[src/rtl/riscv_pkg.sv]
// riscv_pkg: shared RV32I decode definitions.
//   - XLEN / PC_WIDTH constants sizing the decoded packet
//   - imm_fmt_t immediate-format enum and decode_pkt_t packet struct
//   - opcode / funct3 / funct7 constants
//   - instruction encoder helpers (R/I/S/B/U/J)
package riscv_pkg;

  localparam int unsigned XLEN     = 32;
  localparam int unsigned PC_WIDTH = 32;

  typedef enum logic [2:0] {
    IMM_I = 3'd0,
    IMM_S = 3'd1,
    IMM_B = 3'd2,
    IMM_U = 3'd3,
    IMM_J = 3'd4,
    IMM_R = 3'd5
  } imm_fmt_t;

  // Major opcodes (full 7 bits, low two bits always 2'b11)
  localparam logic [6:0] OPC_LOAD    = 7'b0000011;
  localparam logic [6:0] OPC_STORE   = 7'b0100011;
  localparam logic [6:0] OPC_BRANCH  = 7'b1100011;
  localparam logic [6:0] OPC_JALR    = 7'b1100111;
  localparam logic [6:0] OPC_JAL     = 7'b1101111;
  localparam logic [6:0] OPC_REG_IMM = 7'b0010011;
  localparam logic [6:0] OPC_REG_REG = 7'b0110011;
  localparam logic [6:0] OPC_LUI     = 7'b0110111;
  localparam logic [6:0] OPC_AUIPC   = 7'b0010111;

  // ALU funct3
  localparam logic [2:0] F3_ADD_SUB = 3'b000;
  localparam logic [2:0] F3_SLL     = 3'b001;
  localparam logic [2:0] F3_SLT     = 3'b010;
  localparam logic [2:0] F3_SLTU    = 3'b011;
  localparam logic [2:0] F3_XOR     = 3'b100;
  localparam logic [2:0] F3_SRL_SRA = 3'b101;
  localparam logic [2:0] F3_OR      = 3'b110;
  localparam logic [2:0] F3_AND     = 3'b111;
  localparam logic [2:0] F3_JALR    = 3'b000;

  // funct7 values overlap across opcodes, so they stay plain constants
  localparam logic [6:0] F7_BASE = 7'h00;
  localparam logic [6:0] F7_ALT  = 7'h20;

  typedef struct packed {
    logic [6:0]          opcode;
    logic [4:0]          rd;
    logic [4:0]          rs1;
    logic [4:0]          rs2;
    logic [2:0]          funct3;
    logic [6:0]          funct7;
    logic [PC_WIDTH-1:0] pc;
    logic [XLEN-1:0]     reg_a;
    logic [XLEN-1:0]     reg_b;
    logic [XLEN-1:0]     imm;
    imm_fmt_t            imm_fmt;
    logic                rd_we;
    logic                illegal;
  } decode_pkt_t;

  function automatic logic [31:0] enc_r(input logic [6:0] funct7, input logic [4:0] rs2,
                                        input logic [4:0] rs1, input logic [2:0] funct3,
                                        input logic [4:0] rd, input logic [6:0] opcode);
    return {funct7, rs2, rs1, funct3, rd, opcode};
  endfunction

  function automatic logic [31:0] enc_i(input logic [11:0] imm, input logic [4:0] rs1,
                                        input logic [2:0] funct3, input logic [4:0] rd,
                                        input logic [6:0] opcode);
    return {imm, rs1, funct3, rd, opcode};
  endfunction

  function automatic logic [31:0] enc_s(input logic [11:0] imm, input logic [4:0] rs2,
                                        input logic [4:0] rs1, input logic [2:0] funct3);
    return {imm[11:5], rs2, rs1, funct3, imm[4:0], OPC_STORE};
  endfunction

  // imm[0] is implied zero and ignored
  function automatic logic [31:0] enc_b(input logic [12:0] imm, input logic [4:0] rs2,
                                        input logic [4:0] rs1, input logic [2:0] funct3);
    return {imm[12], imm[10:5], rs2, rs1, funct3, imm[4:1], imm[11], OPC_BRANCH};
  endfunction

  function automatic logic [31:0] enc_u(input logic [19:0] imm, input logic [4:0] rd,
                                        input logic [6:0] opcode);
    return {imm, rd, opcode};
  endfunction

  // imm[0] is implied zero and ignored
  function automatic logic [31:0] enc_j(input logic [20:0] imm, input logic [4:0] rd);
    return {imm[20], imm[10:1], imm[11], imm[19:12], rd, OPC_JAL};
  endfunction

endpackage

[src/rtl/riscv_imm_gen.sv]
// riscv_imm_gen: combinational immediate generator.
//   instr   in  32    raw instruction
//   imm     out XLEN  immediate, sign-extended from its format's top bit
//   imm_fmt out       format selected from the opcode (IMM_R when none)
module riscv_imm_gen
  import riscv_pkg::*;
#(
  parameter int unsigned XLEN = 32
) (
  input  logic [31:0]     instr,
  output logic [XLEN-1:0] imm,
  output imm_fmt_t        imm_fmt
);

  // All formats fit in 32 bits; build them sign-extended to 32 first,
  // then the signed size cast extends further when XLEN > 32.
  logic signed [31:0] raw;

  always_comb begin
    raw     = '0;
    imm_fmt = IMM_R;
    case (instr[6:0])
      OPC_LOAD, OPC_REG_IMM, OPC_JALR: begin
        imm_fmt = IMM_I;
        raw     = {{20{instr[31]}}, instr[31:20]};
      end
      OPC_STORE: begin
        imm_fmt = IMM_S;
        raw     = {{20{instr[31]}}, instr[31:25], instr[11:7]};
      end
      OPC_BRANCH: begin
        imm_fmt = IMM_B;
        raw     = {{19{instr[31]}}, instr[31], instr[7], instr[30:25], instr[11:8], 1'b0};
      end
      OPC_LUI, OPC_AUIPC: begin
        imm_fmt = IMM_U;
        raw     = {instr[31:12], 12'b0};
      end
      OPC_JAL: begin
        imm_fmt = IMM_J;
        raw     = {{11{instr[31]}}, instr[31], instr[19:12], instr[20], instr[30:21], 1'b0};
      end
      default: begin
        imm_fmt = IMM_R;
        raw     = '0;
      end
    endcase
    imm = XLEN'(raw);
  end

endmodule

[src/rtl/riscv_decode_stage.sv]
// riscv_decode_stage: RV32I decode stage between fetch and execute.
//   clk, rst_n             clock, asynchronous active-low reset
//   flush_i                drop all buffered and incoming beats this cycle
//   if_valid_i/if_ready_o  fetch handshake; if_instr_i, if_pc_i payload
//   rf_rs*_addr_o          register-file read addresses (from if_instr_i)
//   rf_rs*_data_i          same-cycle register-file read data
//   ex_valid_o/ex_ready_i  execute handshake; ex_pkt_o decoded packet
// Decode is combinational on the fetch side; the result lands in a
// two-entry skid buffer (main = output register, skid = overflow).
module riscv_decode_stage
  import riscv_pkg::*;
#(
  parameter int unsigned XLEN     = 32,
  parameter int unsigned PC_WIDTH = 32
) (
  input  logic                clk,
  input  logic                rst_n,
  input  logic                flush_i,
  input  logic                if_valid_i,
  output logic                if_ready_o,
  input  logic [31:0]         if_instr_i,
  input  logic [PC_WIDTH-1:0] if_pc_i,
  output logic [4:0]          rf_rs1_addr_o,
  output logic [4:0]          rf_rs2_addr_o,
  input  logic [XLEN-1:0]     rf_rs1_data_i,
  input  logic [XLEN-1:0]     rf_rs2_data_i,
  output logic                ex_valid_o,
  input  logic                ex_ready_i,
  output decode_pkt_t         ex_pkt_o
);

  logic [6:0]      opcode;
  logic [2:0]      funct3;
  logic [6:0]      funct7;
  logic [4:0]      rd;
  logic [XLEN-1:0] imm;
  imm_fmt_t        imm_fmt;
  logic            writes_rd;
  logic            illegal;
  decode_pkt_t     dec_pkt;

  logic            main_valid;
  logic            skid_valid;
  decode_pkt_t     main_pkt;
  decode_pkt_t     skid_pkt;
  logic            accept;
  logic            issue;

  assign opcode = if_instr_i[6:0];
  assign rd     = if_instr_i[11:7];
  assign funct3 = if_instr_i[14:12];
  assign funct7 = if_instr_i[31:25];

  assign rf_rs1_addr_o = if_instr_i[19:15];
  assign rf_rs2_addr_o = if_instr_i[24:20];

  riscv_imm_gen #(
    .XLEN(XLEN)
  ) u_imm_gen (
    .instr  (if_instr_i),
    .imm    (imm),
    .imm_fmt(imm_fmt)
  );

  always_comb begin
    writes_rd = 1'b0;
    illegal   = (if_instr_i[1:0] != 2'b11);
    case (opcode)
      OPC_LUI, OPC_AUIPC, OPC_JAL: writes_rd = 1'b1;
      OPC_JALR: begin
        writes_rd = 1'b1;
        if (funct3 != F3_JALR) illegal = 1'b1;
      end
      OPC_BRANCH: begin
        if (funct3 == 3'b010 || funct3 == 3'b011) illegal = 1'b1;
      end
      OPC_LOAD: begin
        writes_rd = 1'b1;
        if (funct3 == 3'b011 || funct3 == 3'b110 || funct3 == 3'b111) illegal = 1'b1;
      end
      OPC_STORE: begin
        if (funct3 > 3'b010) illegal = 1'b1;
      end
      OPC_REG_IMM: begin
        writes_rd = 1'b1;
        // Only the shift-immediates carry a funct7 field
        if (funct3 == F3_SLL && funct7 != F7_BASE) illegal = 1'b1;
        if (funct3 == F3_SRL_SRA && funct7 != F7_BASE && funct7 != F7_ALT) illegal = 1'b1;
      end
      OPC_REG_REG: begin
        writes_rd = 1'b1;
        if (funct7 == F7_ALT) begin
          if (funct3 != F3_ADD_SUB && funct3 != F3_SRL_SRA) illegal = 1'b1;
        end else if (funct7 != F7_BASE) begin
          illegal = 1'b1;
        end
      end
      default: illegal = 1'b1;
    endcase
  end

  always_comb begin
    dec_pkt         = '0;
    dec_pkt.opcode  = opcode;
    dec_pkt.rd      = rd;
    dec_pkt.rs1     = if_instr_i[19:15];
    dec_pkt.rs2     = if_instr_i[24:20];
    dec_pkt.funct3  = funct3;
    dec_pkt.funct7  = funct7;
    dec_pkt.pc      = if_pc_i;
    dec_pkt.reg_a   = rf_rs1_data_i;
    dec_pkt.reg_b   = rf_rs2_data_i;
    dec_pkt.imm     = imm;
    dec_pkt.imm_fmt = imm_fmt;
    dec_pkt.rd_we   = writes_rd && (rd != 5'd0) && !illegal;
    dec_pkt.illegal = illegal;
  end

  // Ready depends only on the skid register, so ex_ready_i never
  // reaches if_ready_o combinationally.
  assign if_ready_o = !skid_valid;
  assign ex_valid_o = main_valid;
  assign ex_pkt_o   = main_pkt;

  assign accept = if_valid_i && if_ready_o;
  assign issue  = main_valid && ex_ready_i;

  always_ff @(posedge clk or negedge rst_n) begin
    if (!rst_n) begin
      main_valid <= 1'b0;
      skid_valid <= 1'b0;
      main_pkt   <= '0;
      skid_pkt   <= '0;
    end else if (flush_i) begin
      main_valid <= 1'b0;
      skid_valid <= 1'b0;
    end else if (!main_valid || issue) begin
      // Main frees up: refill from skid first to keep FIFO order. A
      // full skid implies if_ready_o=0, so no new beat competes here.
      if (skid_valid) begin
        main_pkt   <= skid_pkt;
        main_valid <= 1'b1;
        skid_valid <= 1'b0;
      end else begin
        main_valid <= accept;
        if (accept) main_pkt <= dec_pkt;
      end
    end else if (accept) begin
      skid_pkt   <= dec_pkt;
      skid_valid <= 1'b1;
    end
  end

endmodule

[config.mk]
export PLATFORM = sky130hd
export DESIGN_NAME = riscv_decode_stage
export DESIGN_NICKNAME = d
export VERILOG_FILES = /design/src/rtl/riscv_pkg.sv /design/src/rtl/riscv_imm_gen.sv /design/src/rtl/riscv_decode_stage.sv
export SDC_FILE = /design/constraint.sdc
export NUM_CORES = 1
export LEC_CHECK = 0
export ABC_AREA = 1
export BUFFER_PORTS_ARGS = -buffer_cell sky130_fd_sc_hd__buf_2
export CAP_MARGIN = 20
export CORE_ASPECT_RATIO = 1.5
export CORE_UTILIZATION = 55
export CTS_CLUSTER_DIAMETER = 150
export DETAILED_ROUTE_END_ITERATION = 7
export HOLD_SLACK_MARGIN = 0.1
export PLACE_DENSITY = 0.78
export SYNTH_ARGS = -nofsm -noshare
export SYNTH_HDL_FRONTEND = slang
export SYNTH_SLANG_ARGS = --single-unit
export TNS_END_PERCENT = 30
[constraint.sdc]
create_clock -name clk -period 2.5 [get_ports clk]
set_clock_uncertainty 0.2 [all_clocks]
set_input_delay 0.625 -clock clk [delete_from_list [all_inputs] [get_ports clk]]
set_output_delay 0.625 -clock clk [all_outputs]
set_load 0.05 [all_outputs]
==> qor.txt, run 1 <==
Min Tclk post-route: 2.30 ns
Final setup margin: 0.195 ns
Pin count of the biggest net entering global routing: 122
Area leader, netlist: dfrtp_1
Layout cells sized above 1: 20.4%
Core ar.: 25,800 um2
Initial DRC count: 824
Top FF cell, synth: dfrtp_1
Leak: 9.45 nW
Register bit total from synthesis: 332
Fin crit share: 92.2%
TritonCTS buffer count: 31
GRT Overall Usage: 27.9%
Detailed Routing Iterations Pass 1: 6
Commonest non-fill, non-tap cells in the layout: 528 x nand2_1, 337 x o21ai_0, 331 x dfrtp_1
Synth async-reset ratio: 100%
CP startpoint kind: flip-flop
Antenna Violating Nets Remaining: 0
Initial antenna violation count: 2
H-tree levels: 1
Commonest non-fill, non-tap cell in the layout: nand2_1
Filler cell count: 2,143
Mean Syn Cell Area: 8.33 um2
Post-Syn Area: 14,400 um2
Synthesis-to-layout area growth: 19.9%
Reg clk slew, reported paths: 0.07 ns
Final #Nets: 2,122
HP Class: input pin to flip-flop
Max-slew violations: 0
Utilization of the core after routing: 67.2%
Number of global-route vias before repair: 12,312
Syn Nets: 1,868
Clk sink count: 332
Delay-heaviest family, CP: flip-flops
FF+latch area: 8310 um2
CP cell instances: inv_6, buf_2
Die area: 26,900 um2
Worst-Margin Slew: 0.735 ns
Post-CTS Resized: 0
Cells after Synth: 1,735
Placed Cells: 2,288
CP max FO: 20
DIE WIDTH: 134 um
Initial core utilization: 56.1%
Count of flip-flops with a built-in enable after synthesis: 0
Total vias in the final route: 12,513
Gp weighted congestion: 0.895
Remaining global-route overflow: 0
Placement row count: 72
Maximum vdd drop: 0.614 mV
Worst EP arrival: 1.48 ns
Setup-failing EPs final: 0
Synth top area share: 57.5%
Slowest CP cell: dfrtp_2
DP HPWL: 25.2 mm
Post-layout instance area: 17,300 um2
Pre-CTS setup slack: -0.00697 ns
Post-Layout Cell Count: 2,347
Status: finished clean
Clock Latency Late Sink: 0.56 ns
PortBufs: 309
Routed length per instance: 15.7 um
First-pass GRT wire length: 60.6 mm
Multi-input logic area: 4950 um2
Crit end category: primary output
# DRC: 0
Synth area leaders: dfrtp_1 58%, nand2_1 14%, o21ai_0 12%, o21ai_1 4.6%, inv_1 4.5%
CTS tree: built
Clk root buf: clkbuf_16
Max-cap check violation count: 0
Endpoints failing hold: 0
Power Dens Cells: 884 nW/um2
Placed instance area: 16,300 um2
CTS max path bufs: 3
CP Class: flip-flop to primary output
IO Pins: 310
RSZ-0062 raised after global routing: false
Max Clk Rate: 0.434 GHz
Setup bufs post-CTS: 0
Total Power: 15.3 mW
Rel. slew slack: 51.0%
Slowest cell delay on critical path: 0.46 ns
Vias per inst: 5.33
Die Y: 201 um
Sequential-to-total area share from yosys stat: 57.5%
DRT Wirelength: 36.9 mm
CP required: 1.67 ns
Synth warn: 0
Post-synth cell types: 28
Bufs and invs on worst path: 2
[cells by family (layout without fill, tap and decap cells)]
logic type | Yosys count | count (layout) | synth area share [%]
AO/OA/AOI/OAI | 526 | 526 | 18.5
buffers and inverters | 297 | 575 | 8.31
flip-flops | 332 | 332 | 57.5
other | 0 | 1 | 0
AND/OR/NAND/NOR | 580 | 580 | 15.7
[power breakdown]
part	internal (mW)	leakage, nW	switching, mW	total (mW)
Combinational	0.947	4.75	2.73	3.68
Sequential	6.43	4.21	0.528	6.95
Clock	2.66	0.491	2.02	4.67
[final cells by class]
type                            instances  area share, %
Timing Repair Buffer                  340           11.4
Multi-Input combinational cell       1106           28.5
Inverter                              178           3.91
Clock buffer                           40           4.79
Antenna cell                            1         0.0144
Tap cell                              333           2.41
Clock inverter                         17           1.01
Sequential cell                       332           48.0
[flip-flops by register name, summed over array words and instances, names as in the netlist]
| name | count |
|---|---|
| ex_pkt_o | 165 |
| skid_valid | 1 |
| ex_valid_o | 1 |
| skid_pkt | 165 |
[worst reg2reg max path: cells and delay by family (launching register included)]
family,cells,cell delay [ns]
simple gates,2,0.26
buf+inv,2,0.53
flops,1,0.46
compound gates,3,0.45
[synthesized netlist by cell type (2+ instances only)]
library cell	n
a21oi_1	42
buf_1	10
buf_2	27
buf_4	12
clkbuf_1	69
dfrtp_1	332
inv_1	172
inv_2	6
nand2_1	529
nand2_2	2
nand3_1	14
nand4_1	3
nor2_1	22
nor2_2	2
nor2_4	3
o211ai_1	5
o21ai_0	337
o21ai_1	134
o22ai_1	5
[path summary, 6_finish.rpt]
kind                                  startpoint           end  slack [ns]  cells past startpoint
worst min-delay path            rf_rs2_data_i[2]  skid_pkt[39]        0.12                      3
worst max register to register        skid_valid  ex_pkt_o[21]        0.48                      7
worst max-delay path                  skid_valid    if_ready_o        0.20                      2
worst min register to register      ex_pkt_o[27]  ex_pkt_o[27]        0.28                      2
min in group asynchronous                  rst_n  skid_pkt[27]        0.42                      2
max in group asynchronous                  rst_n   ex_pkt_o[7]        0.98                      3
[metrics by stage]
| stage | hold WS, ns | TNS (ns) |
|---|---|---|
| after floorplan | 0.129 | 0 |
| after global placement | 0.258 | 0 |
| after detailed placement | 0.260 | -0.00697 |
| after CTS | 0.102 | 0 |
| after global routing | 0.110 | 0 |
| final | 0.124 | 0 |
[metal layers]
metal / vias up / GRT usage, % / part of all wire (%)
met5: - / 0 / 0.027
met4: 2 / 16.8 / 6.3
met3: 126 / 4.32 / 5.9
met2: 454 / 47.5 / 50
met1: 5878 / 33.1 / 38
li1: 6053 / - / -
[timing repair]
action | CTS | global route
endpoints found under the hold margin | 51 | 0
hold buffers | 1 | 0
setup endpoints to repair | 0 | 0
Power figures use the tool's default switching activity.
==> run 2: changes to the inputs <==
SYNTH_HIERARCHICAL = 1   (was unset)
clock period = 2.6 ns   (was 2.5 ns; I/O delays follow)
==> qor.txt, run 2 <==
Sw frac: 34.1% (-0.37 points)
Worst-Margin Slew: 0.604 ns (-0.131 ns)
Maximum vdd drop: 0.567 mV (-7.8%)
Reg clk slew, reported paths: 0.06 ns (about the same)
Final #Nets: 2,189 (+3.2%)
Slowest CP cell: dfrtp_1
Power Dens Cells: 839 nW/um2 (-5.1%)
Post-synth cell types: 28 (unchanged)
Synth top area share: 55.9% (-1.6 points)
FF-to-FF Start: skid_valid
Initial antenna violation count: 3 (+1)
Post-CTS Resized: 0 (unchanged)
H-tree levels: 1 (unchanged)
Placed instance area: 16,600 um2 (+2.0%)
Worst R2R Setup Slack: 0.58 ns (+0.10 ns)
Routed length per instance: 15.6 um (-0.73%)
Total vias in the final route: 12,722 (+1.7%)
HP Class: input pin to flip-flop
Core ar.: 26,500 um2 (+2.8%)
Sequential-to-total area share from yosys stat: 55.9% (-1.6 points)
Setup bufs post-CTS: 0 (unchanged)
Commonest non-fill, non-tap cell in the layout: nand2_1
Post-Syn Area: 14,900 um2 (+2.9%)
Die Y: 203 um (+1.4%)
Gp weighted congestion: 0.950 (+6.2%)
Placement row count: 73 (+1.4%)
Layout cells sized above 1: 20.3% (-0.088 points)
Synth async-reset ratio: 100% (unchanged)
Top-count cell post-synth: nand2_1
Clk pwr share: 31.8% (+1.3 points)
CP max FO: 40 (+100%)
Remaining global-route overflow: 0 (unchanged)
PortBufs: 309 (unchanged)
Commonest non-fill, non-tap cells in the layout: 556 x nand2_1, 332 x dfrtp_1, 308 x buf_2
Sequential power share: 44.5% (-0.9 points)
CP cell instances: inv_8, buf_2
Combinational group share of total power: 23.7% (-0.3 points)
Sw power: 5.06 mW (-4.1%)
Number of global-route vias before repair: 12,346 (+0.28%)
Delay-heaviest family, CP: buffers and inverters
Die area: 27,700 um2 (+2.8%)
Clock Latency Late Sink: 0.56 ns (about the same)
Worst hold path endpoint: skid_pkt[68]
Slowest cell delay on critical path: 0.47 ns (about the same)
Synth Area in Adders: 0% (unchanged)
CP required: 1.75 ns (+0.08 ns)
Synth warn: 6 (+6)
DP HPWL: 25.9 mm (+2.9%)
Synthesis-to-layout area growth: 19.1%
Leak: 9.76 nW (+3.2%)
Min Tclk post-route: 2.41 ns
Max-cap check violation count: 0 (unchanged)
Hold path cells: 3 (unchanged)
IO Pins: 310 (unchanged)
Detailed Routing Iterations Pass 1: 5 (-1)
# DRC: 0 (unchanged)
Initial core utilization: 56.1% (about the same)
Clk root buf: clkbuf_16
Count of flip-flops with a built-in enable after synthesis: 0 (unchanged)
Top FF cell, synth: dfrtp_1
Worst EP arrival: 1.56 ns (+0.08 ns)
Xor/xnor share of the synthesized area: 0% (unchanged)
Register bit total from synthesis: 332 (unchanged)
RSZ-0062 raised after global routing: false
Worst reg2reg endpoint: ex_pkt_o[42]
Mean Syn Cell Area: 8.21 um2 (-1.4%)
Endpoints failing hold: 0 (unchanged)
Synth Area in Compound Gates: 17.1% (-1.3 points)
CP Class: flip-flop to primary output
DIE WIDTH: 136 um (+1.4%)
Bufs and invs on worst path: 2 (unchanged)
Synth area leaders: dfrtp_1 56%, nand2_1 14%, o21ai_1 9.3%, o21ai_0 7.4%, inv_1 4.6%
CP Launch Point: skid_valid
Cells after Synth: 1,811 (+4.4%)
Rel. slew slack: 59.7% (+8.7 points)
TritonCTS buffer count: 31 (unchanged)
Simple-gate portion of the synthesized area: 18.1% (+2.4 points)
Max-slew violations: 0 (unchanged)
Fin crit share: 92.8%
FF-to-FF path depth: 6 (-1)
Largest family of logic cells by synthesized area: simple AND/OR/NAND/NOR gates
Area leader, netlist: dfrtp_1
Pin count of the biggest net entering global routing: 121 (-0.82%)
CTS tree: built
Setup-failing EPs final: 0 (unchanged)
Post-layout instance area: 17,700 um2 (+2.1%)
Setup TNS: 0 ns (unchanged)
Antenna Violating Nets Remaining: 0 (unchanged)
DRT Wirelength: 37.7 mm (+2.1%)
Vias per inst: 5.27 (-1.2%)
CTS max path bufs: 3 (unchanged)
GRT Overall Usage: 27.9% (-0.028 points)
Hold Path Origin: rf_rs2_data_i[31]
Max Clk Rate: 0.414 GHz
CP startpoint kind: flip-flop
Initial DRC count: 826 (+0.24%)
Hold-fix buffers, CTS: 1 (unchanged)
Synth cell count leaders: 556 x nand2_1, 332 x dfrtp_1, 275 x o21ai_1, 220 x o21ai_0, 182 x inv_1
Status: finished clean
Pint: 9.78 mW (-2.5%)
Mux contribution to synthesized area: 0% (unchanged)
Clk sink count: 332 (unchanged)
Post-Layout Cell Count: 2,415 (+2.9%)
Placed Cells: 2,359 (+3.1%)
First-pass GRT wire length: 60.9 mm (+0.53%)
Crit end category: primary output
Syn Nets: 1,944 (+4.1%)
[run 2: how the worst max path moves through the flow]
stage / to / slack (ns) / cells after the start
after floorplan: skid_pkt[155] / 0.68 / 11
after global placement: ex_pkt_o[23] / 0.36 / 11
after detailed placement: ex_pkt_o[29] / 0.25 / 11
after CTS: if_ready_o / 0.15 / 2
after global routing: if_ready_o / 0.11 / 2
final: if_ready_o / 0.19 / 2
[run 2: cells by family (layout without fill, tap and decap cells)]
logic type      after synthesis  in the layout
simple gates                660            660
compound gates              505            505
flops                       332            332
buf+inv                     314            579
other cells                   0              2
[run 2: power by group through the flow]
stage                     combinational, mW  sequential (mW)  clock (mW)
after global placement                 3.46             6.64           0
after global routing                   3.85             6.71        4.99
after detailed placement               3.53             6.68           0
final                                  3.52             6.60        4.72
after CTS                              3.55             6.60        4.80
after floorplan                        1.13             7.97           0
[run 2: worst register-to-register path, cell delays in order (launching register included)]
cell	delay (ns)
dfrtp_1	0.50
inv_8	0.15
a21oi_2	0.27
nand2_8	0.24
buf_4	0.33
nand2_1	0.12
o21ai_1	0.08
[run 2: per-layer routing]
metal	part of all wire, %	global-route usage [%]	vias up
met2	49	46.5	461
met3	6.1	3.63	124
li1	-	-	6254
met4	5.9	16.6	2
met1	39	34.3	5881
met5	0.048	0	-
[run 2: area by class of cell]
class                   count  area (um2)
diodes                      2        5.00
clock buffers              38         832
clock inverters            15         215
fillers                  2195        8790
inverters                 192         737
multi-input cells        1165        5250
flip-flops and latches    332        8310
well taps                 337         422
repair buffers            334        1920
[run 2: stage by stage]
step / hold WS (ns) / util (%) / power (mW) / worst slack [ns]
2_1_floorplan: 0.154 / - / 9.11 / 0.676
3_3_place_gp: 0.260 / 62.8 / 10.1 / 0.359
3_5_place_dp: 0.268 / 62.8 / 10.2 / 0.254
4_1_cts: 0.126 / 66.8 / 15.0 / 0.146
5_1_grt: 0.143 / 66.8 / 15.5 / 0.108
6_report: 0.154 / 66.8 / 14.8 / 0.186
==> run 3: changes to the inputs <==
CORE_UTILIZATION = 51   (was 55)
PLACE_DENSITY = 0.73   (was 0.78)
==> qor.txt, run 3 (synthesis gave the netlist of run 2 again) <==
Post-layout instance area: 17,900 um2 (+0.88%)
Final #Nets: 2,197 (+0.37%)
Max Clk Rate: 0.443 GHz (+7.0%)
Layout cells sized above 1: 20.7% (+0.42 points)
CTS tree: built
Maximum vdd drop: 0.574 mV (+1.3%)
Endpoints failing hold: 0 (unchanged)
Max-slew violations: 0 (unchanged)
TritonCTS buffer count: 31 (unchanged)
Total vias in the final route: 12,636 (-0.68%)
Status: finished clean
Detailed Routing Iterations Pass 1: 6 (+1)
Number of global-route vias before repair: 12,092 (-2.1%)
Commonest non-fill, non-tap cells in the layout: 556 x nand2_1, 332 x dfrtp_1, 308 x buf_2
Setup TNS: 0 ns (unchanged)
RSZ-0062 raised after global routing: false
CP required: 1.75 ns (about the same)
First-pass GRT wire length: 60.9 mm (about the same)
Utilization of the core after routing: 62.2% (-4.6 points)
H-tree levels: 1 (unchanged)
HP Class: input pin to flip-flop
Worst-Margin Slew: 0.785 ns (+0.181 ns)
Placement row count: 76 (+4.1%)
Hold_ws: 0.149 ns (-0.00506 ns)
Rel. slew slack: 47.7% (-12 points)
Remaining global-route overflow: 0 (unchanged)
CP startpoint kind: flip-flop
Antenna Violating Nets Remaining: 0 (unchanged)
Max-cap check violation count: 0 (unchanged)
Met2 WL: 18.6 mm (+0.69%)
Hold path cells: 3 (unchanged)
Die Y: 211 um (+3.8%)
Initial DRC count: 844 (+2.2%)
Vias per inst: 5.10 (-3.2%)
Reg clk slew, reported paths: 0.07 ns (about the same)
# DRC: 0 (unchanged)
Gp weighted congestion: 0.952 (+0.15%)
DP HPWL: 26.7 mm (+3.2%)
Core ar.: 28,700 um2 (+8.4%)
Setup bufs post-CTS: 0 (unchanged)
M1 wire length: 15.5 mm (+5.8%)
Die area: 29,800 um2 (+7.7%)
Initial core utilization: 51.8% (-4.4 points)
Pin count of the biggest net entering global routing: 208 (+72%)
Clk sink count: 332 (unchanged)
Clock Latency Late Sink: 0.56 ns (about the same)
Initial antenna violation count: 2 (-1)
Placed instance area: 16,800 um2 (+0.99%)
Routed length per instance: 15.3 um (-2.1%)
CP max FO: 4 (-90%)
GRT Overall Usage: 25.8% (-2.1 points)
Post-Layout Cell Count: 2,479 (+2.7%)
Crit end category: primary output
CP Class: flip-flop to primary output
Post-CTS Resized: 0 (unchanged)
Worst EP arrival: 1.41 ns (-0.15 ns)
Synthesis-to-layout area growth: 20.1%
PortBufs: 309 (unchanged)
IO Pins: 310 (unchanged)
Met3 routed WL: 2.23 mm (-2.3%)
DIE WIDTH: 141 um (+3.8%)
Power Dens Cells: 827 nW/um2 (-1.4%)
Leak: 9.82 nW (+0.66%)
Setup-failing EPs final: 0 (unchanged)
Clk root buf: clkbuf_16
Min Tclk post-route: 2.26 ns (-0.158 ns)
DRT Wirelength: 37.8 mm (+0.45%)
CTS max path bufs: 3 (unchanged)
Placed Cells: 2,420 (+2.6%)
DR top layer: met4
Commonest non-fill, non-tap cell in the layout: nand2_1
Fin crit share: 86.8% (-6.1 points)
FF-to-FF path depth: 4 (-2)
-- run 3: changes by cell type in the layout (fill, tap and decap cells not counted) --
cell	change
inv_6	-1
buf_4	+5
bufinv_16	-1
clkbuf_8	+1
buf_12	+3
clkinvlp_4	-1
clkinv_2	+5
-- run 3: critical path, stage by stage (launching register included) --
cell	delay, ns
dfrtp_1	0.47
inv_8	0.11
buf_2	0.26
-- run 3: power breakdown --
group          internal [mW]  switching, mW  leakage, nW
sequential              6.10          0.506         4.24
combinational          0.924           2.59         5.07
clock                   2.69           1.95        0.516
-- run 3: through the flow --
| step | power [mW] | setup WS (ns) |
|---|---|---|
| 2_1_floorplan | 9.11 | 0.676 |
| 3_3_place_gp | 10.1 | 0.317 |
| 3_5_place_dp | 10.2 | 0.204 |
| 4_1_cts | 14.9 | 0.312 |
| 5_1_grt | 15.5 | 0.300 |
| 6_report | 14.8 | 0.344 |
-- run 3: final timing paths --
check                             startpoint       endpoint  slack, ns
min in group asynchronous              rst_n   ex_pkt_o[55]       0.47
hold reg to reg                  ex_pkt_o[1]    ex_pkt_o[1]       0.27
setup / recovery                  skid_valid     if_ready_o       0.34
setup reg to reg                  skid_valid  ex_pkt_o[157]       0.61
max in group asynchronous              rst_n  ex_pkt_o[126]       1.04
hold / removal             rf_rs2_data_i[13]   skid_pkt[50]       0.15
-- run 3: area by class of cell --
cell class                      instances  area [um2]
Sequential cell                       332        8310
Timing Repair Buffer                  342        2020
Fill cell                            2616       10900
Clock inverter                         17         194
Antenna cell                            2        5.00
Multi-Input combinational cell       1165        5250
Inverter                              192         737
Tap cell                              390         488
Clock buffer                           39         846
-- run 3: routing by layer --
metal	vias to the layer above	GRT usage, %
met1	5859	31.9
met3	85	4.17
li1	6283	-
met4	0	11.5
met5	-	0
met2	409	44.5
-- run 3: repair_timing --
item	CTS	global route
endpoints found under the hold margin	57	0
hold buffers	1	0
setup endpoints to repair	0	0
